[src/rtl/fetch_sequencer.sv]
// Fetch-side control sequencer: steps PC/MAR/MDR/IR strobes through the fetch micro-steps,
// hands each instruction to execute, applies branch PC loads and counts retired instructions.
module fetch_sequencer #(
  parameter int MEM_TIMEOUT = 8,
  parameter int COUNT_WIDTH = 32
) (
  input  logic                   clock,
  input  logic                   clear,
  input  logic                   run,
  input  logic                   halt_req,
  input  logic                   mem_ready,
  input  logic                   exec_done,
  input  logic                   branch_taken,
  output logic                   PCout,
  output logic                   MARin,
  output logic                   IncPC,
  output logic                   PCin,
  output logic                   Read,
  output logic                   MDRin,
  output logic                   MDRout,
  output logic                   IRin,
  output logic                   exec_start,
  output logic                   busy,
  output logic                   fault,
  output logic [2:0]             state,
  output logic [COUNT_WIDTH-1:0] instr_count
);
  localparam int WCW = (MEM_TIMEOUT > 1) ? $clog2(MEM_TIMEOUT) : 1;
  localparam logic [WCW-1:0] WAIT_LAST = WCW'(MEM_TIMEOUT - 1);

  typedef enum logic [2:0] {
    S_IDLE     = 3'd0,
    S_T0       = 3'd1,
    S_T1       = 3'd2,
    S_T2       = 3'd3,
    S_DISPATCH = 3'd4,
    S_WAIT     = 3'd5,
    S_BRANCH   = 3'd6,
    S_FAULT    = 3'd7
  } state_t;

  state_t         cur, nxt;
  logic [WCW-1:0] wait_cnt;
  logic           halt_pending;
  logic           stop;

  // A halt only takes effect at an instruction boundary (WAIT or BRANCH exit).
  assign stop  = halt_pending | halt_req | ~run;
  assign state = cur;

  always_ff @(posedge clock) begin
    if (clear) begin
      cur          <= S_IDLE;
      wait_cnt     <= '0;
      halt_pending <= 1'b0;
      instr_count  <= '0;
    end else begin
      cur <= nxt;
      if (cur == S_T0)
        wait_cnt <= '0;
      else if (cur == S_T1 && !mem_ready && wait_cnt != WAIT_LAST)
        wait_cnt <= wait_cnt + WCW'(1);
      if (cur == S_IDLE)
        halt_pending <= 1'b0;
      else if (halt_req && cur != S_FAULT)
        halt_pending <= 1'b1;
      if (cur == S_WAIT && exec_done)
        instr_count <= instr_count + COUNT_WIDTH'(1);
    end
  end

  always_comb begin
    nxt        = cur;
    PCout      = 1'b0;
    MARin      = 1'b0;
    IncPC      = 1'b0;
    PCin       = 1'b0;
    Read       = 1'b0;
    MDRin      = 1'b0;
    MDRout     = 1'b0;
    IRin       = 1'b0;
    exec_start = 1'b0;
    busy       = 1'b1;
    fault      = 1'b0;
    case (cur)
      S_IDLE: begin
        busy = 1'b0;
        if (run) nxt = S_T0;
      end
      S_T0: begin
        PCout = 1'b1;
        MARin = 1'b1;
        IncPC = 1'b1;
        nxt   = S_T1;
      end
      S_T1: begin
        Read  = 1'b1;
        MDRin = 1'b1;
        // Data arriving on the last allowed cycle beats the timeout.
        if (mem_ready)                  nxt = S_T2;
        else if (wait_cnt == WAIT_LAST) nxt = S_FAULT;
      end
      S_T2: begin
        MDRout = 1'b1;
        IRin   = 1'b1;
        nxt    = S_DISPATCH;
      end
      S_DISPATCH: begin
        exec_start = 1'b1;
        nxt        = S_WAIT;
      end
      S_WAIT: begin
        if (exec_done) begin
          if (branch_taken) nxt = S_BRANCH;
          else if (stop)    nxt = S_IDLE;
          else              nxt = S_T0;
        end
      end
      S_BRANCH: begin
        PCin = 1'b1;
        nxt  = stop ? S_IDLE : S_T0;
      end
      S_FAULT: begin
        busy  = 1'b0;
        fault = 1'b1;
      end
      default: nxt = S_IDLE;
    endcase
  end
endmodule

[config.mk]
export PLATFORM = sky130hd
export DESIGN_NAME = fetch_sequencer
export DESIGN_NICKNAME = d
export VERILOG_FILES = /design/src/rtl/fetch_sequencer.sv
export SDC_FILE = /design/constraint.sdc
export NUM_CORES = 1
export LEC_CHECK = 0
export BUFFER_PORTS_ARGS = -buffer_cell sky130_fd_sc_hd__buf_2
export CORE_MARGIN = 3
export CORE_UTILIZATION = 47
export DETAILED_ROUTE_END_ITERATION = 12
export GPL_TIMING_DRIVEN = 0
export MAX_ROUTING_LAYER = met4
export PLACE_DENSITY = 0.71
export SLEW_MARGIN = 20
export SYNTH_ARGS = -nofsm -noshare
export SYNTH_HDL_FRONTEND = slang
export SYNTH_SLANG_ARGS = --single-unit
[constraint.sdc]
create_clock -name clock -period 1.8 [get_ports clock]
set_input_delay 0 -clock clock [delete_from_list [all_inputs] [get_ports clock]]
set_output_delay 0 -clock clock [all_outputs]
set_load 0.01 [all_outputs]
**Word level (Yosys, flattened, before mapping)**

Cells that the tools add are included.

- Register bits: 39

- Add/sub/neg operators: 2
- Bitwise logic cells: 3
- Mux-type cells: 14
- Equal/unequal tests: 13
- Reductions and logical operators: 11

Operators with widths:

| cell | number |
|---|---|
| adder 32 x 1 -> 32 bit (second input constant) | 1 |
| case mux 3 bit (7 select lines) | 1 |
| == test 3 bit (second input constant) | 5 |
| two-way mux 3 bit | 5 |
| two-way mux 1 bit | 8 |
| nonzero test 7 bit | 1 |
| == test 3 x 2 -> 1 bit (second input constant) | 2 |
| != test 3 bit (second input constant) | 2 |
| OR reduction 2 bit | 3 |
| logical AND 1 bit | 4 |
| != test 2 bit (second input constant) | 2 |
| AND reduction 4 bit | 1 |
| adder 3 x 1 -> 3 bit (second input constant) | 1 |
| == test 3 x 1 -> 1 bit (second input constant) | 1 |
| zero test 3 bit | 1 |
| != test 3 x 2 -> 1 bit (second input constant) | 1 |
| OR 1 bit | 2 |
| zero test 1 bit | 1 |
| inverter 1 bit | 1 |

**Logic depth before layout (Yosys ltp)**

Gate-level depths: netlist (run 1).

- Depth after elaboration: 6
- Gate-level depth with buffers: 6
- Gate-level depth less buffers: 5

**Least setup slack after synthesis (run 1)**

Ideal clock, no wire load.

- Path type: register to register
- Start point: register instr_count[18]
- End point: register instr_count[31]
- Path slack: -153 ps
- Buffers on the path: 0
- Period minus slack after synthesis: 1953 ps
- Setup time: 121 ps
- Arrival: 1832 ps
- Stages on the path, launching flop included: 5
- Data required time: 1679 ps
- Path through: dfxtp_1 nand4_2 or4_2 nor4_1 mux2_2

- Word-level cells in the longest chain between the ends: 1

RTL lines:

| item | RTL line | source |
|---|---|---|
| start, declared | 26 | `output logic [COUNT_WIDTH-1:0] instr_count` |
| start signal, assigned | 68 | `instr_count <= instr_count + COUNT_WIDTH'(1);` |
| adder 32 x 1 -> 32 bit | 68 |  |

No other way between the ends.
A chain may end at the register's enable or synchronous reset.

**Worst setup path in the final report (run 1)**

- Start point: register instr_count[16]
- End point: register instr_count[20]

Same word-level chain as after synthesis.

==> results.yml, run 1 <==
status:
  status: "finished with violations"
  violations_in_the_final_reports: "negative setup slack"
yosys:
  post-synth-top-count-cell: "sky130_fd_sc_hd__dfxtp_1"
  ys_seq_area_frac: 0.375
  synth_flop_cell: "sky130_fd_sc_hd__dfxtp_1"
  mappedNetlistArea_mm2: 0.00208
  synth-warning-count: 0
  number_of_synthesized_flops_with_an_enable_pin: 0
  netlist_instances: 248
  synth_top_area_share: 0.375
  synth_top_cells_by_area: "sky130_fd_sc_hd__dfxtp_1, sky130_fd_sc_hd__a21oi_1, sky130_fd_sc_hd__or4_1"
  netlist.top_cell.by_area: "sky130_fd_sc_hd__dfxtp_1"
  synth-seq-cells: 39
  synthDistinctLibCells: 44
  ys_async_sr_fraction: 0
  ys_top_cells_by_count: "sky130_fd_sc_hd__dfxtp_1, sky130_fd_sc_hd__a21oi_1, sky130_fd_sc_hd__nor2_1"
  mappedNetlistNets: 258
  average_cell_area_after_synthesis_um2: 8.40
timing:
  fin_tns_setup_ns: -0.680
  timing.clock.skew_ns: 0.00938
  min_period_over_period: 1.04
  worst_hold_slack_ns: 0.0822
  post-route-worst-setup-slack_ns: -0.0792
  finalMaxSlewViolations: 0
  max_slew_margin: 0.582
  timing.final.crit_period_ns: 1.88
  rsz0062_at_grt: "true"
  final_setup_violation_count: 17
  timing.fmax_mhz: 532
  timing_worst_slew_pin_value_ns: 0.628
  hold_viol_final: 0
drt:
  detailed_route_via_count: 2297
  dr.pass1.iters: 5
  drtAntennaViolNets: 0
  drc: 0
  post_drt_wl_per_cell_um: 16.5
  route.final.wire_length_um: 6330
  vias_per_cell: 6.00
  detailed_route_iter0_violations: 124
clocking:
  clkLatencyLatePin_ns: 0.30
  h_tree_level_count: 2
  tritoncts_buffer_count: 5
  cts.clk_slew.worst_paths_ns: 0.08
  cts.sinks: 39
  clockBufferDepth: 2
  cts_tree: "done"
  cts_root_buf: "sky130_fd_sc_hd__clkbuf_8"
layout:
  nNetsFinal: 342
  insertedDiodeCount: 0
  area_growth_pct: 45.9
  fill_cells: 326
  post_route_cells_drive_above_1_share: 0.480
setup_path:
  critPathKind: "flip-flop to flip-flop"
  r2r_cells: 5
  highest_fanout_seen_on_the_critical_path: 7
  endpoint_kind: "flip-flop"
  crit_path_start_kind: "flip-flop"
  required_ns: 2.01
  worstReg2RegStart: "instr_count[16]"
  worstPathArrival_ns: 2.09
  reg2reg_setup_slack_ns: -0.08
  worstReg2RegEnd: "instr_count[20]"
min_path:
  hold_start: "clear"
  holdPathEnd: "instr_count[11]"
  min-delay-path-class: "input port to flip-flop"
  holdPathStages: 3
die:
  io_pins: 53
  floorplan.die_area_mm2: 0.00527
  starting_density: 0.503
  die_w_um: 72.6
  coreArea_mm2: 0.00414
  chipHeight_um: 72.6
  core.rowCount: 23
grt:
  grt_first_pass_wirelength_um: 10000
  number_of_global_route_vias_before_repair: 2204
  antenna_found_initial: 0
  grt.overflow.total: 0
  grt_util_all_layers: 0.246
  pin_count_of_the_biggest_net_entering_global_routing: 12
power_and_ir_drop:
  internal-power_uw: 1320
  power_per_cell_area_mw_per_mm2: 587
  leakagePower_uw: 0.00123
  power_frac_comb: 0.141
  seqPwrFrac: 0.492
  vdd_ir_drop_max_uv: 468
  p_clk_frac: 0.367
  power_switching_uw: 467
  sw_frac_of_total: 0.262
flow_run:
  max-cap-violations: 0
place:
  dp.final_hpwl_um: 3960
  port_buffers: 52
  final_weighted_congestion_of_routability_driven_global_placement: 0.854
## cells by family after synthesis
family / Yosys count / synth area share
AO/OA/AOI/OAI: 52 / 0.157
XOR/XNOR: 11 / 0.0462
adder cells (fa/ha/maj): 3 / 0.0180
buffers and inverters: 31 / 0.0757
flip-flops: 39 / 0.375
multiplexers: 4 / 0.0204
AND/OR/NAND/NOR: 108 / 0.308
## worst max-delay path: stages (launching register included)
cell and delay, ns:
sky130_fd_sc_hd__dfxtp_2 0.35, sky130_fd_sc_hd__nand4_1 0.14, sky130_fd_sc_hd__or4_4 0.59, sky130_fd_sc_hd__buf_6 0.16, sky130_fd_sc_hd__or4_4 0.41, sky130_fd_sc_hd__a21oi_2 0.14
## power by group through the flow
stage               Combinational [uW]  Clock, uW  Sequential (uW)
finish                             252        655              878
global route                       277        697              881
CTS                                243        672              883
detailed placement                 240          0              909
global placement                   237          0              911
floorplan                          158          0              910
## placed cells by master, fill, tap and decap left out, drive strengths merged, types with 2 or more instances in the layout
master	instances
mux2i	2
o31ai	13
nand4	7
nor3	4
nor4	9
inv	13
nand2	16
dlygate4sd3	2
or4b	5
clkbuf	16
a21oi	26
and3	3
buf	85
o41ai	4
or3	5
nor2	17
xnor2	8
nor2b	2
mux2	2
o21ai	4
dfxtp	39
nand3	13
and4	2
xor2	3
ha	3
nand2b	2
or4	18
o311ai	2
## worst max path at each step
stage	cells after the start	endpoint	from
final	5	instr_count[20]	instr_count[16]
after global routing	5	instr_count[24]	instr_count[7]
after CTS	5	instr_count[28]	instr_count[0]
after detailed placement	4	instr_count[28]	state[1]
after global placement	4	instr_count[26]	state[1]
after floorplan	5	instr_count[21]	instr_count[6]
## sequential cells by signal (all words and copies together) (netlist names)
register and cells:
state 3, wait_cnt 3, halt_pending 1, instr_count 32
## metrics by stage
| stage | cells | power, uW | setup slack, ns | util | instance area (um^2) |
|---|---|---|---|---|---|
| 2_1_floorplan | 248 | 1070 | 0.000348 | - | 2150 |
| 3_3_place_gp | 350 | 1150 | -0.332 | 0.596 | 2470 |
| 3_5_place_dp | 350 | 1150 | -0.256 | 0.596 | 2470 |
| 4_1_cts | 376 | 1800 | -0.0414 | 0.681 | 2820 |
| 5_1_grt | 383 | 1850 | -0.165 | 0.734 | 3040 |
| 6_report | 383 | 1790 | -0.0792 | 0.734 | 3040 |
## final cells by class
type / instances / area, um^2 / area share
multi-input combinational: 178 / 1370 / 0.450
sequential: 39 / 850 / 0.279
timing repair buffer: 79 / 482 / 0.158
buffer: 16 / 129 / 0.0424
clock buffer: 8 / 100 / 0.0329
tap: 50 / 62.6 / 0.0206
inverter: 13 / 48.8 / 0.0160
## metal layers
layer | wire length, um | track usage | vias to the layer above
met5 | 0 | - | -
met1 | 2710 | 0.296 | 1105
met2 | 3150 | 0.402 | 82
met4 | 117 | 0.0984 | 0
met3 | 360 | 0.0482 | 11
li1 | - | - | 1099
## timing repair
action	CTS	global route
resized for setup	32	44
buffers inserted	18	7
gates cloned	1	0
hold buffers	1	0
pin swaps	12	8
endpoints found under the hold margin	1	0
endpoints found under the setup margin	21	25
Note: power is estimated with default switching activity, not from simulation.
==> run 2, diff against run 1 <==
CORE_UTILIZATION = 49   (was 47)
CTS_BUF_LIST = sky130_fd_sc_hd__clkbuf_2   (was default)
PLACE_DENSITY = 0.74   (was 0.71)
==> run 2 against run 1 <==
- the flow still finishes with violations (negative setup slack)
- clock power is 41% lower
- register-to-register slack worse by 0.02 ns
- cell count is 1.6% higher
- count of clock-buffer cells in the layout is 1 lower
- utilization is 0.27 points higher
- non-clock buffer count is 6 higher
- maximum frequency is 0.93% lower
- flip-flop and latch count stayed put
- final area is 1.7% lower
- worst hold slack worse by 0.037 ns
- combinational power hardly changed
- critical path depth stayed put
==> results.yml, run 2 (synthesized netlist as in run 1, its figures left out) <==
die:
  starting_density: 0.513
  floorplan.die_area_mm2: 0.00507
  die_w_um: 71.2
  coreArea_mm2: 0.00406
  chipHeight_um: 71.2
  core.rowCount: 23
  io_pins: 53
status:
  violations_in_the_final_reports: "negative setup slack"
  status: "finished with violations"
place:
  port_buffers: 52
  placedInstanceArea_mm2: 0.00247
  final_weighted_congestion_of_routability_driven_global_placement: 0.842
  dp_worst_setup_slack_ns: -0.304
  dp.final_hpwl_um: 3860
grt:
  grt.overflow.total: 0
  number_of_global_route_vias_before_repair: 2091
  grt_util_all_layers: 0.236
  antenna_found_initial: 0
  grt_first_pass_wirelength_um: 9520
  pin_count_of_the_biggest_net_entering_global_routing: 12
drt:
  detailed_route_iter0_violations: 169
  vias_per_cell: 5.84
  drc: 0
  dr.pass1.iters: 4
  route.final.wire_length_um: 6020
  drtAntennaViolNets: 0
  post_drt_wl_per_cell_um: 15.5
  detailed_route_via_count: 2273
setup_path:
  crit_path_start_kind: "flip-flop"
  max_stage_delay_ns: 0.57
  cp.buffers_inverters: 1
  endpoint_kind: "flip-flop"
  worstReg2RegStart: "instr_count[16]"
  required_ns: 2.11
  r2r_cells: 5
  critPathKind: "flip-flop to flip-flop"
  highest_fanout_seen_on_the_critical_path: 8
  critPathTopFamily: "simple AND/OR/NAND/NOR gates"
  cpMaxStageDelayCell: "sky130_fd_sc_hd__or4_4"
  critical_path.cell_chain: "nand4_1, or4_4, buf_6, or4_1, a21oi_1"
  reg2reg_setup_slack_ns: -0.1
  worstReg2RegEnd: "instr_count[20]"
  worstPathArrival_ns: 2.20
timing:
  final_setup_violation_count: 15
  min_period_over_period: 1.05
  timing.final.crit_period_ns: 1.90
  max_slew_margin: 0.659
  hold_viol_final: 0
  finalMaxSlewViolations: 0
  timing.clock.skew_ns: 0.0223
  post-route-worst-setup-slack_ns: -0.0969
  timing.fmax_mhz: 527
  worst_hold_slack_ns: 0.0451
  rsz0062_at_grt: "true"
  timing_worst_slew_pin_value_ns: 0.511
power_and_ir_drop:
  p_clk_frac: 0.254
  seqPwrFrac: 0.580
  sw_frac_of_total: 0.289
  p_total_uw: 1520
  vdd_ir_drop_max_uv: 389
  internal-power_uw: 1080
  leakagePower_uw: 0.00122
  power_frac_comb: 0.166
  power_per_cell_area_mw_per_mm2: 509
  power_switching_uw: 439
min_path:
  hold_start: "branch_taken"
  holdPathEnd: "state[2]"
  min-delay-path-class: "input port to flip-flop"
  holdPathStages: 3
layout:
  area_used_by_sequential_logic_in_the_layout_um2: 850
  nNetsFinal: 348
  insertedDiodeCount: 0
  layout.cells.most_common_list: "sky130_fd_sc_hd__buf_2, sky130_fd_sc_hd__buf_4, sky130_fd_sc_hd__a21oi_1"
  largest_register_ffs: 32
  final_cell_area_mm2: 0.00299
  register_containing_the_most_flip_flops_in_the_final_layout: "instr_count"
  fill_cells: 314
  area_growth_pct: 43.4
  post_route_cells_drive_above_1_share: 0.478
  multiInputGateArea_mm2: 0.00133
  layout.cells.most_common: "sky130_fd_sc_hd__buf_2"
clocking:
  tritoncts_buffer_count: 5
  cts.clk_slew.worst_paths_ns: 0.21
  clockBufferDepth: 2
  cts_root_buf: "sky130_fd_sc_hd__clkbuf_2"
  h_tree_level_count: 2
  cts_tree: "done"
  clkLatencyLatePin_ns: 0.39
  cts.sinks: 39
flow_run:
  max-cap-violations: 0
[run 2: cell types whose count changed in the layout (fill, tap and decap cells not counted), moves of 2 or more]
cell and change:
sky130_fd_sc_hd__clkbuf_2 +6, sky130_fd_sc_hd__clkbuf_8 -6, sky130_fd_sc_hd__or4_4 -4, sky130_fd_sc_hd__buf_4 +3, sky130_fd_sc_hd__o41ai_1 -3, sky130_fd_sc_hd__o41ai_2 +3
sky130_fd_sc_hd__or4_1 +3, sky130_fd_sc_hd__a21oi_1 +2, sky130_fd_sc_hd__a21oi_2 -2, sky130_fd_sc_hd__dlygate4sd3_1 +2, sky130_fd_sc_hd__nand3_1 +2, sky130_fd_sc_hd__nand3_4 -2
[run 2: worst max path at each step]
stage | startpoint | end | cells after the start
final | instr_count[16] | instr_count[20] | 5
after global routing | instr_count[3] | instr_count[22] | 5
after CTS | instr_count[13] | instr_count[20] | 5
after detailed placement | state[0] | instr_count[24] | 6
after global placement | state[1] | instr_count[24] | 4
after floorplan | instr_count[6] | instr_count[21] | 5
[run 2: timing repair]
item | 4_1_cts | 5_1_grt
hold buffers | 3 | 0
gates resized for setup | 31 | 40
setup buffers | 17 | 12
setup endpoints to repair | 22 | 26
endpoints found under the hold margin | 5 | 0
pin swaps | 13 | 13
gates cloned | 1 | 0
[run 2: worst min-delay path, cell delays in order]
cell	delay [ns]
sky130_fd_sc_hd__buf_2	0.10
sky130_fd_sc_hd__o311ai_0	0.15
sky130_fd_sc_hd__a21oi_1	0.14
[run 2: per-layer routing]
| metal | GRT usage | up-vias | wire length, um |
|---|---|---|---|
| li1 | - | 1111 | - |
| met1 | 0.296 | 1098 | 2690 |
| met2 | 0.389 | 59 | 2970 |
| met3 | 0.0426 | 5 | 308 |
| met4 | 0.0626 | 0 | 54 |
| met5 | - | - | 0 |
[run 2: metrics by stage]
step | setup TNS (ns) | utilization | cells
after floorplan | 0 | - | 248
after global placement | -2.80 | 0.608 | 350
after detailed placement | -3.22 | 0.608 | 350
after CTS | -0.623 | 0.678 | 377
after global routing | -1.47 | 0.736 | 389
final | -0.446 | 0.736 | 389
[run 2: final cells by class]
cell class              instances  area share
multi-input cells             178       0.445
flip-flops and latches         39       0.284
repair buffers                 85       0.175
plain buffers                  16      0.0452
well taps                      50      0.0209
inverters                      13      0.0163
clock buffers                   7      0.0117
clock inverters                 1     0.00168
[run 2: power by group through the flow]
stage	Sequential [uW]	Clock, uW	Combinational (uW)
CTS	890	398	246
detailed placement	910	0	240
floorplan	910	0	158
global route	884	438	276
finish	882	386	253
global placement	910	0	236
